[src/rtl/riscv_pkg.sv]
// Shared definitions for the RISC-V program loader: state encoding and frame constants.
package riscv_pkg;

  localparam logic [7:0]  SYNC_BYTE_DEF = 8'hA5;
  localparam int unsigned LEN_W         = 16;

  typedef enum logic [2:0] {
    ST_IDLE,
    ST_LEN_LO,
    ST_LEN_HI,
    ST_DATA,
    ST_CHECK,
    ST_DONE,
    ST_ERR
  } loader_state_e;

endpackage

[src/rtl/loader_word_asm.sv]
// Assembles little-endian bytes into instruction words and flags the byte that completes a word.
module loader_word_asm #(
  parameter int unsigned XLEN = 32
) (
  input  logic            clk,
  input  logic            rst,
  input  logic            clear,
  input  logic            shift,
  input  logic [7:0]      data,
  output logic            word_done_c,
  output logic [XLEN-1:0] word_c
);

  localparam int unsigned BYTES = XLEN / 8;
  localparam int unsigned IW    = $clog2(BYTES);

  logic [IW-1:0]     idx;
  logic [XLEN-9:0]   sr;

  // Newest byte lands on top, so after the last byte the oldest sits in bits [7:0].
  assign word_c      = {data, sr};
  assign word_done_c = shift && (idx == IW'(BYTES - 1));

  always_ff @(posedge clk) begin
    if (rst || clear) begin
      idx <= '0;
      sr  <= '0;
    end else if (shift) begin
      idx <= idx + IW'(1);
      sr  <= word_c[XLEN-1:8];
    end
  end

endmodule

[src/rtl/imem_loader.sv]
// Framed byte-stream loader for IMEM; holds the core in reset until a frame passes its checksum.
module imem_loader
  import riscv_pkg::*;
#(
  parameter int unsigned XLEN      = 32,
  parameter int unsigned MEM_DEPTH = 128,
  parameter logic [7:0]  SYNC_BYTE = SYNC_BYTE_DEF
) (
  input  logic                         clk,
  input  logic                         rst,
  input  logic                         rx_valid,
  input  logic [7:0]                   rx_data,
  output logic                         rx_ready,
  output logic                         imem_we,
  output logic [$clog2(MEM_DEPTH)-1:0] imem_addr,
  output logic [XLEN-1:0]              imem_wdata,
  output logic                         core_rst,
  output logic                         busy,
  output logic                         done,
  output logic                         err
);

  localparam int unsigned AW = $clog2(MEM_DEPTH);

  loader_state_e    state;
  logic [7:0]       len_lo;
  logic [7:0]       csum;
  logic [LEN_W-1:0] len;
  logic [LEN_W-1:0] word_cnt;
  logic [LEN_W-1:0] len_in;
  logic             accept;
  logic             word_done_c;
  logic [XLEN-1:0]  word_c;

  // No backpressure: ready whenever not in reset.
  assign rx_ready = !rst;
  assign accept   = rx_valid && rx_ready;
  assign len_in   = {rx_data, len_lo};

  loader_word_asm #(.XLEN(XLEN)) u_word_asm (
    .clk         (clk),
    .rst         (rst),
    .clear       (accept && (state == ST_LEN_HI)),
    .shift       (accept && (state == ST_DATA)),
    .data        (rx_data),
    .word_done_c (word_done_c),
    .word_c      (word_c)
  );

  always_ff @(posedge clk) begin
    if (rst) begin
      state      <= ST_IDLE;
      len_lo     <= '0;
      len        <= '0;
      word_cnt   <= '0;
      csum       <= '0;
      imem_we    <= 1'b0;
      imem_addr  <= '0;
      imem_wdata <= '0;
      core_rst   <= 1'b1;
      busy       <= 1'b0;
      done       <= 1'b0;
      err        <= 1'b0;
    end else begin
      imem_we <= 1'b0;
      if (accept) begin
        case (state)
          ST_IDLE, ST_DONE, ST_ERR: begin
            // Sync restarts a frame from any resting state.
            if (rx_data == SYNC_BYTE) begin
              state    <= ST_LEN_LO;
              csum     <= '0;
              core_rst <= 1'b1;
              busy     <= 1'b1;
              done     <= 1'b0;
              err      <= 1'b0;
            end
          end
          ST_LEN_LO: begin
            len_lo <= rx_data;
            state  <= ST_LEN_HI;
          end
          ST_LEN_HI: begin
            len      <= len_in;
            word_cnt <= '0;
            if (len_in > LEN_W'(MEM_DEPTH)) begin
              state <= ST_ERR;
              busy  <= 1'b0;
              err   <= 1'b1;
            end else if (len_in == '0) begin
              state <= ST_CHECK;
            end else begin
              state <= ST_DATA;
            end
          end
          ST_DATA: begin
            csum <= csum ^ rx_data;
            if (word_done_c) begin
              imem_we    <= 1'b1;
              imem_addr  <= word_cnt[AW-1:0];
              imem_wdata <= word_c;
              word_cnt   <= word_cnt + LEN_W'(1);
              if (word_cnt == len - LEN_W'(1)) begin
                state <= ST_CHECK;
              end
            end
          end
          ST_CHECK: begin
            busy <= 1'b0;
            if (rx_data == csum) begin
              state    <= ST_DONE;
              done     <= 1'b1;
              core_rst <= 1'b0;
            end else begin
              state <= ST_ERR;
              err   <= 1'b1;
            end
          end
          default: state <= ST_IDLE;
        endcase
      end
    end
  end

endmodule

[config.mk]
export PLATFORM = sky130hd
export DESIGN_NAME = imem_loader
export DESIGN_NICKNAME = d
export VERILOG_FILES = /design/src/rtl/riscv_pkg.sv /design/src/rtl/loader_word_asm.sv /design/src/rtl/imem_loader.sv
export SDC_FILE = /design/constraint.sdc
export NUM_CORES = 1
export LEC_CHECK = 0
export ABC_AREA = 1
export CAP_MARGIN = 20
export CORE_MARGIN = 3
export CORE_UTILIZATION = 40
export DETAILED_ROUTE_END_ITERATION = 10
export GPL_ROUTABILITY_DRIVEN = 0
export SLEW_MARGIN = 5
export SYNTH_ARGS = -nofsm -noshare
export SYNTH_HDL_FRONTEND = slang
export SYNTH_SLANG_ARGS = --single-unit
[constraint.sdc]
create_clock -name clk -period 2.5 [get_ports clk]
set_clock_uncertainty 0.1 [all_clocks]
set_input_delay 0.5 -clock clk [delete_from_list [all_inputs] [get_ports clk]]
set_output_delay 0.5 -clock clk [all_outputs]
set_load 0.01 [all_outputs]
=== Yosys cells after proc, flatten, opt, wreduce, memory -nomap -nowiden ===
Cells that the tools add are included.

* $add $sub $neg: 3
* Multiply operators: 0
* Div/mod/pow operators: 0
* Magnitude comparators: 1
* Equal/unequal tests: 16
* Shift operators: 0
* Muxes and demuxes: 23
* Bitwise operators: 3
* Reduce and logical (&&, ||, !) cells: 23

{| class="wikitable"
|+ Operator list
! cell !! number
|-
| case mux 16 bit (2 select lines) || 1
|-
| adder 16 x 1 -> 16 bit, second input constant || 1
|-
| == test 16 bit || 1
|-
| > comparator 16 x 8 -> 1 bit, second input constant || 1
|-
| logical NOT 16 bit || 1
|-
| two-way mux 16 bit || 1
|-
| case mux 8 bit (2 select lines) || 1
|-
| subtractor 16 x 1 -> 16 bit, second input constant || 1
|-
| two-way mux 3 bit || 5
|-
| case mux 3 bit (5 select lines) || 1
|-
| AND reduction 4 bit || 3
|-
| == test 3 bit, second input constant || 3
|-
| AND reduction 3 bit || 3
|-
| == test 8 bit || 1
|-
| == test 8 bit, second input constant || 1
|-
| two-way mux 1 bit || 8
|-
| two-way mux 8 bit || 1
|-
| bitwise XOR 8 bit || 1
|-
| == test 3 x 2 -> 1 bit, second input constant || 2
|-
| inequality test 2 x 1 -> 1 bit, second input constant || 3
|-
| inequality test 2 bit, second input constant || 3
|-
| case mux 1 bit (3 select lines) || 2
|-
| nonzero test 2 bit || 3
|-
| OR reduction 3 bit || 2
|-
| 13 further kinds || 19
|}

* Bits in registers: 121
* Latch bits: 0
* Bits in writable memories: 0
* Bits in read-only memories: 0
* Bits of input ports: 11
* Output and inout bits: 45
* Word-level logic and storage cells: 83
* Memories: 0

=== Longest topological paths before layout ===
* Word-level depth: 6
* Gate-level depth with buffers: 17
* Gate-level depth less buffers: 17

=== By module ===
A second synthesis with hierarchy kept.

* Cell total of the unflattened synthesis: 787
* Area, all modules: 5540.3 sq um

{| class="wikitable"
|+ Modules (own cells, without submodules)
! module !! times used !! cells each !! area an instance (sq um) !! seq. area each (sq um)
|-
| imem_loader || 1 || 612 || 4377.9 || 1901.8
|-
| loader_word_asm || 1 || 175 || 1162.4 || 520.5
|}

=== Worst setup path before layout ===
OpenSTA, ideal clock, no wires.

* Kind: input-to-reg
* Start point: input port rst
* End point: register word_cnt[14]
* Setup time: 117 ps
* Arrival time: 1740 ps
* Data required time: 2283 ps
* Setup slack: 543 ps
* Stages on the path: 12
* Path buffers: 0
* Cells stage by stage: inv_2 nand2_1 nor2_4 nand2_2 nand2_2 inv_4 nor2_4 nand3_1 nor2_2 nand3_1 o21ai_0 nor2_1

* Cells in the longest elaborated chain, start to end: 6

{| class="wikitable"
|+ Ends and longest elaborated chain
! element !! line !! RTL
|-
| start: declaration || imem_loader.sv:10 || <nowiki>input logic rst,</nowiki>
|-
| logical NOT 1 bit || imem_loader.sv:36 || <nowiki>assign rx_ready = !rst;</nowiki>
|-
| logical AND 1 bit || imem_loader.sv:37 || <nowiki>assign accept = rx_valid && rx_ready;</nowiki>
|-
| logical AND 1 bit || imem_loader.sv:44 || <nowiki>.shift (accept && (state == ST_DATA)),</nowiki>
|-
| logical AND 1 bit || loader_word_asm.sv:22 || <nowiki>assign word_done_c = shift && (idx == IW'(BYTES - 1));</nowiki>
|-
| inequality test 2 x 1 -> 1 bit (no source line) || -- ||
|-
| AND reduction 3 bit (no source line) || -- ||
|-
| end signal: assignment || imem_loader.sv:102 || <nowiki>word_cnt <= word_cnt + LEN_W'(1);</nowiki>
|-
| end: declaration || imem_loader.sv:29 || <nowiki>logic [LEN_W-1:0] word_cnt;</nowiki>
|}

Parallel ways exist; a longest one is shown, timed or not.
A chain may end at the register's enable or synchronous reset.

=== Final worst setup path ===
* Start point: register len[0]
* End point: register state[1]

* Cells in the longest elaborated chain, start to end: 4

{| class="wikitable"
|+ Ends and longest elaborated chain
! element !! line !! RTL
|-
| start: declaration || imem_loader.sv:28 || <nowiki>logic [LEN_W-1:0] len;</nowiki>
|-
| start signal: assignment || imem_loader.sv:84 || <nowiki>len <= len_in;</nowiki>
|-
| subtractor 16 x 1 -> 16 bit || imem_loader.sv:103 || <nowiki>if (word_cnt == len - LEN_W'(1)) begin</nowiki>
|-
| == test 16 bit || imem_loader.sv:103 ||
|-
| inequality test 2 x 1 -> 1 bit (no source line) || -- ||
|-
| AND reduction 4 bit (no source line) || -- ||
|-
| end signal: assignment || imem_loader.sv:104 || <nowiki>state <= ST_CHECK;</nowiki>
|-
| end signal: assignment || imem_loader.sv:111 || <nowiki>state <= ST_DONE;</nowiki>
|-
| end signal: assignment || imem_loader.sv:115 || <nowiki>state <= ST_ERR;</nowiki>
|-
| end: declaration || imem_loader.sv:25 || <nowiki>loader_state_e state;</nowiki>
|}

Every way passes these cells.

==> impl_metrics.yaml <==
run_status:
  status: "finished clean"
die:
  dieArea_um2: 14600
  fp.dieW_um: 121
  die_h_um: 121
  io_pins: 56
  std_cell_rows: 41
  start_util: 0.413
  coreArea_um2: 12800
timing:
  slew_violations: 0
  hold_viol: 0
  finalCriticalPeriod_ps: 2220
  fin_crit_sh: 0.889
  relSlewSlack: 0.647
  tightest_slew_ps: 530
  setup_viol: 0
  clock.fmax_ghz: 0.450
  rsz0062_at_grt: "false"
yosys:
  syn_avg_cell_area_um2: 7.24
  synthMuxAreaShare: 0
  synth_edf_count: 0
  synth_compound_area_frac: 0.151
  synth_top_family_by_area: "simple AND/OR/NAND/NOR gates"
  yosys_warnings: 0
  seq_area_frac_synth: 0.460
  synth_fa_ha_area_frac: 0.00712
  syn_inst: 728
  synth_fp_nets: 742
  synth_xor_area_frac: 0.0316
  ys_ff_latch: 121
  async_reset_ff_frac: 0
  netlist_area_um2: 5270
  synth_ff_type: "dfxtp_1"
  ys_types: 38
  synthSimpleGateAreaFrac: 0.281
pwr:
  comb_power_share: 0.028
  p_int_uw: 3520
  p_leak_uw: 0.00266
  power_switching_uw: 959
  clkPwrFrac: 0.541
  p_per_area_nw_per_um2: 671
  p_sw_frac: 0.214
  peakVddDrop_mv: 0.557
  seq_power_share: 0.431
critical_path:
  cp_common_cell: "nor2_1"
  crit_type: "flip-flop to flip-flop"
  cp_max_fo: 6
  rr_endpoint: "state[1]$_SDFFE_PP0P_"
  crit_start: "len[0]$_SDFFE_PP0P_"
  worst-r2r-setup-slack_ps: 280
  cp-endpoint: "state[1]$_SDFFE_PP0P_"
  crit_arrival_ps: 2420
  reg2reg_depth: 13
  path_delay_family: "simple AND/OR/NAND/NOR gates"
  cp_slowest_cell: "dfxtp_1"
  r2r-start: "len[0]$_SDFFE_PP0P_"
  cpPeakStageDelay_ps: 310
  crit_chain: "inv_1 > ha_1 > nand2_1 > nor2_1 > nand2_1 > nand3_1 > nand3_1 > nor2_1 > nand3_1 > nand2_1 > nand2_2 > nor2_1 > nor2_1"
  cp_num_buf_inv: 1
  crit_path_end_kind: "flip-flop"
  worstSetupPathDepth: 13
  crit_required_ps: 2700
  worstSetupStartpointType: "flip-flop"
clock_tree:
  cts-root-buf: "clkbuf_16"
  numCtsBuffers: 17
  post_cts_buffers: 0
  htree_levels: 4
  holdBufCountCts: 0
  cts_sinks: 121
  tritoncts: "yes"
  clock_latency_ps: 410
  cts_resized: 0
  clkTransAtPathRegs_ps: 50
  clk_path_buf_depth: 2
place:
  port_buffers: 55
  hpwl_um: 9820
  dpl-instance-area_um2: 6090
  place_inst: 948
global_routing:
  grt_overflow_total: 0
  grt_first_pass_wirelength_um: 22800
  grt_max_degree: 52
  antenna_found_initial: 0
  grt_usage: 0.196
  first_global_vias: 4720
finish:
  antenna_cells: 0
  layout.nets: 809
  syn2layout_area_growth_pct: 26.8
  final_common_cell: "nand2_1"
  fin_area_um2: 6680
  most-common-layout-cells: "nand2_1 (221), dfxtp_1 (121), a21oi_1 (88), inv_1 (57)"
  fin_util: 0.523
  drive_above_1_share: 0.0990
  layoutNonFillerInstCount: 980
min_path:
  hold_path.class: "flip-flop to flip-flop"
  hold_depth: 2
detailed_routing:
  drt_wl_total_um: 13900
  num_vias: 4830
  drc_errors: 0
  ant_nets: 0
  drt_pass1_iterations: 5
  post_drt_wl_per_cell_um: 14.2
  first_iter_violations: 270
  vias_per_cell: 4.93
flow_run:
  drv_cap: 0
## layout make-up
class	instances	area [um^2]
clock buffers	22	474
clock inverters	10	118
fillers	1208	6090
inverters	65	246
multi-input cells	511	2480
flip-flops and latches	121	2420
well taps	172	215
repair buffers	79	726
## power by group through the flow
stage          clock [uW]  combinational (uW)  sequential, uW
6_report             2420                 125            1930
5_1_grt              2560                 136            1930
4_1_cts              2470                 126            1930
3_5_place_dp            0                 125            1970
3_3_place_gp            0                 124            1970
2_1_floorplan           0                64.3            1970
## worst register-to-register path, cell delays in order (launching register included)
cell     delay (ps)
dfxtp_1         310
inv_1           150
ha_1            200
nand2_1         120
nor2_1          290
nand2_1         120
nand3_1         120
nand3_1          80
nor2_1          110
nand3_1         130
nand2_1         110
nand2_2         100
nor2_1          120
nor2_1           60
## registers in the layout, summed over array words and instances, names as in the netlist
register	flops
len	16
busy	1
csum	8
imem_wdata	32
u_word_asm.idx	2
state	3
imem_we	1
word_cnt	16
err	1
imem_addr	7
done	1
len_lo	8
core_rst	1
u_word_asm.sr	24
## cell usage after synthesis, types with 2 or more instances
cell | number | share of area
ha_1 | 3 | 0.0071
o31ai_1 | 8 | 0.011
nand2_1 | 221 | 0.16
nand3b_1 | 11 | 0.016
a21oi_1 | 88 | 0.084
nand4_1 | 6 | 0.0071
buf_2 | 2 | 0.0019
a211oi_1 | 2 | 0.0028
o211ai_1 | 2 | 0.0028
nor2_2 | 5 | 0.0059
o22ai_1 | 6 | 0.0071
xnor2_1 | 6 | 0.010
nor2_4 | 3 | 0.0064
xor2_1 | 13 | 0.022
nor2_1 | 54 | 0.038
inv_2 | 6 | 0.0043
nand3_1 | 22 | 0.021
dfxtp_1 | 121 | 0.46
inv_1 | 57 | 0.041
nor4_1 | 2 | 0.0024
o21ai_0 | 35 | 0.033
a32o_1 | 3 | 0.0057
nand2_2 | 4 | 0.0047
clkbuf_1 | 26 | 0.019
nor3_1 | 7 | 0.0066
buf_1 | 3 | 0.0021
## layer usage
| metal | vias to the layer above | track usage | part of all wire |
|---|---|---|---|
| met5 | - | 0 | 0 |
| met4 | 0 | 0.0609 | 0.013 |
| met3 | 15 | 0.0655 | 0.049 |
| met2 | 90 | 0.311 | 0.47 |
| met1 | 2239 | 0.254 | 0.47 |
| li1 | 2486 | - | - |
## how the worst min path moves through the flow
stage / start / end / slack [ps]
final: err$_SDFFE_PP0P_ / err$_SDFFE_PP0P_ / 350
after global routing: err$_SDFFE_PP0P_ / err$_SDFFE_PP0P_ / 370
after CTS: err$_SDFFE_PP0P_ / err$_SDFFE_PP0P_ / 350
after detailed placement: err$_SDFFE_PP0P_ / err$_SDFFE_PP0P_ / 350
after global placement: err$_SDFFE_PP0P_ / err$_SDFFE_PP0P_ / 340
after floorplan: u_word_asm.sr[1]$_SDFFE_PP0P_ / imem_wdata[1]$_SDFFE_PP0P_ / 340
## kinds of logic after synthesis
kind of cell / Yosys count
flops: 121
compound gates: 147
buf+inv: 96
fa+ha+maj: 3
xor+xnor: 19
simple gates: 342
## per-stage QoR
stage	total power, uW	worst slack, ps	TNS [ps]	hold slack [ps]
after global routing	4630	22.0	0	374
after CTS	4520	255	0	355
final	4480	277	0	351
after global placement	2100	18.6	0	339
after floorplan	2040	543	0	338
after detailed placement	2100	-35.5	-56.0	347
No activity file was read; power rests on OpenSTA's default activity.
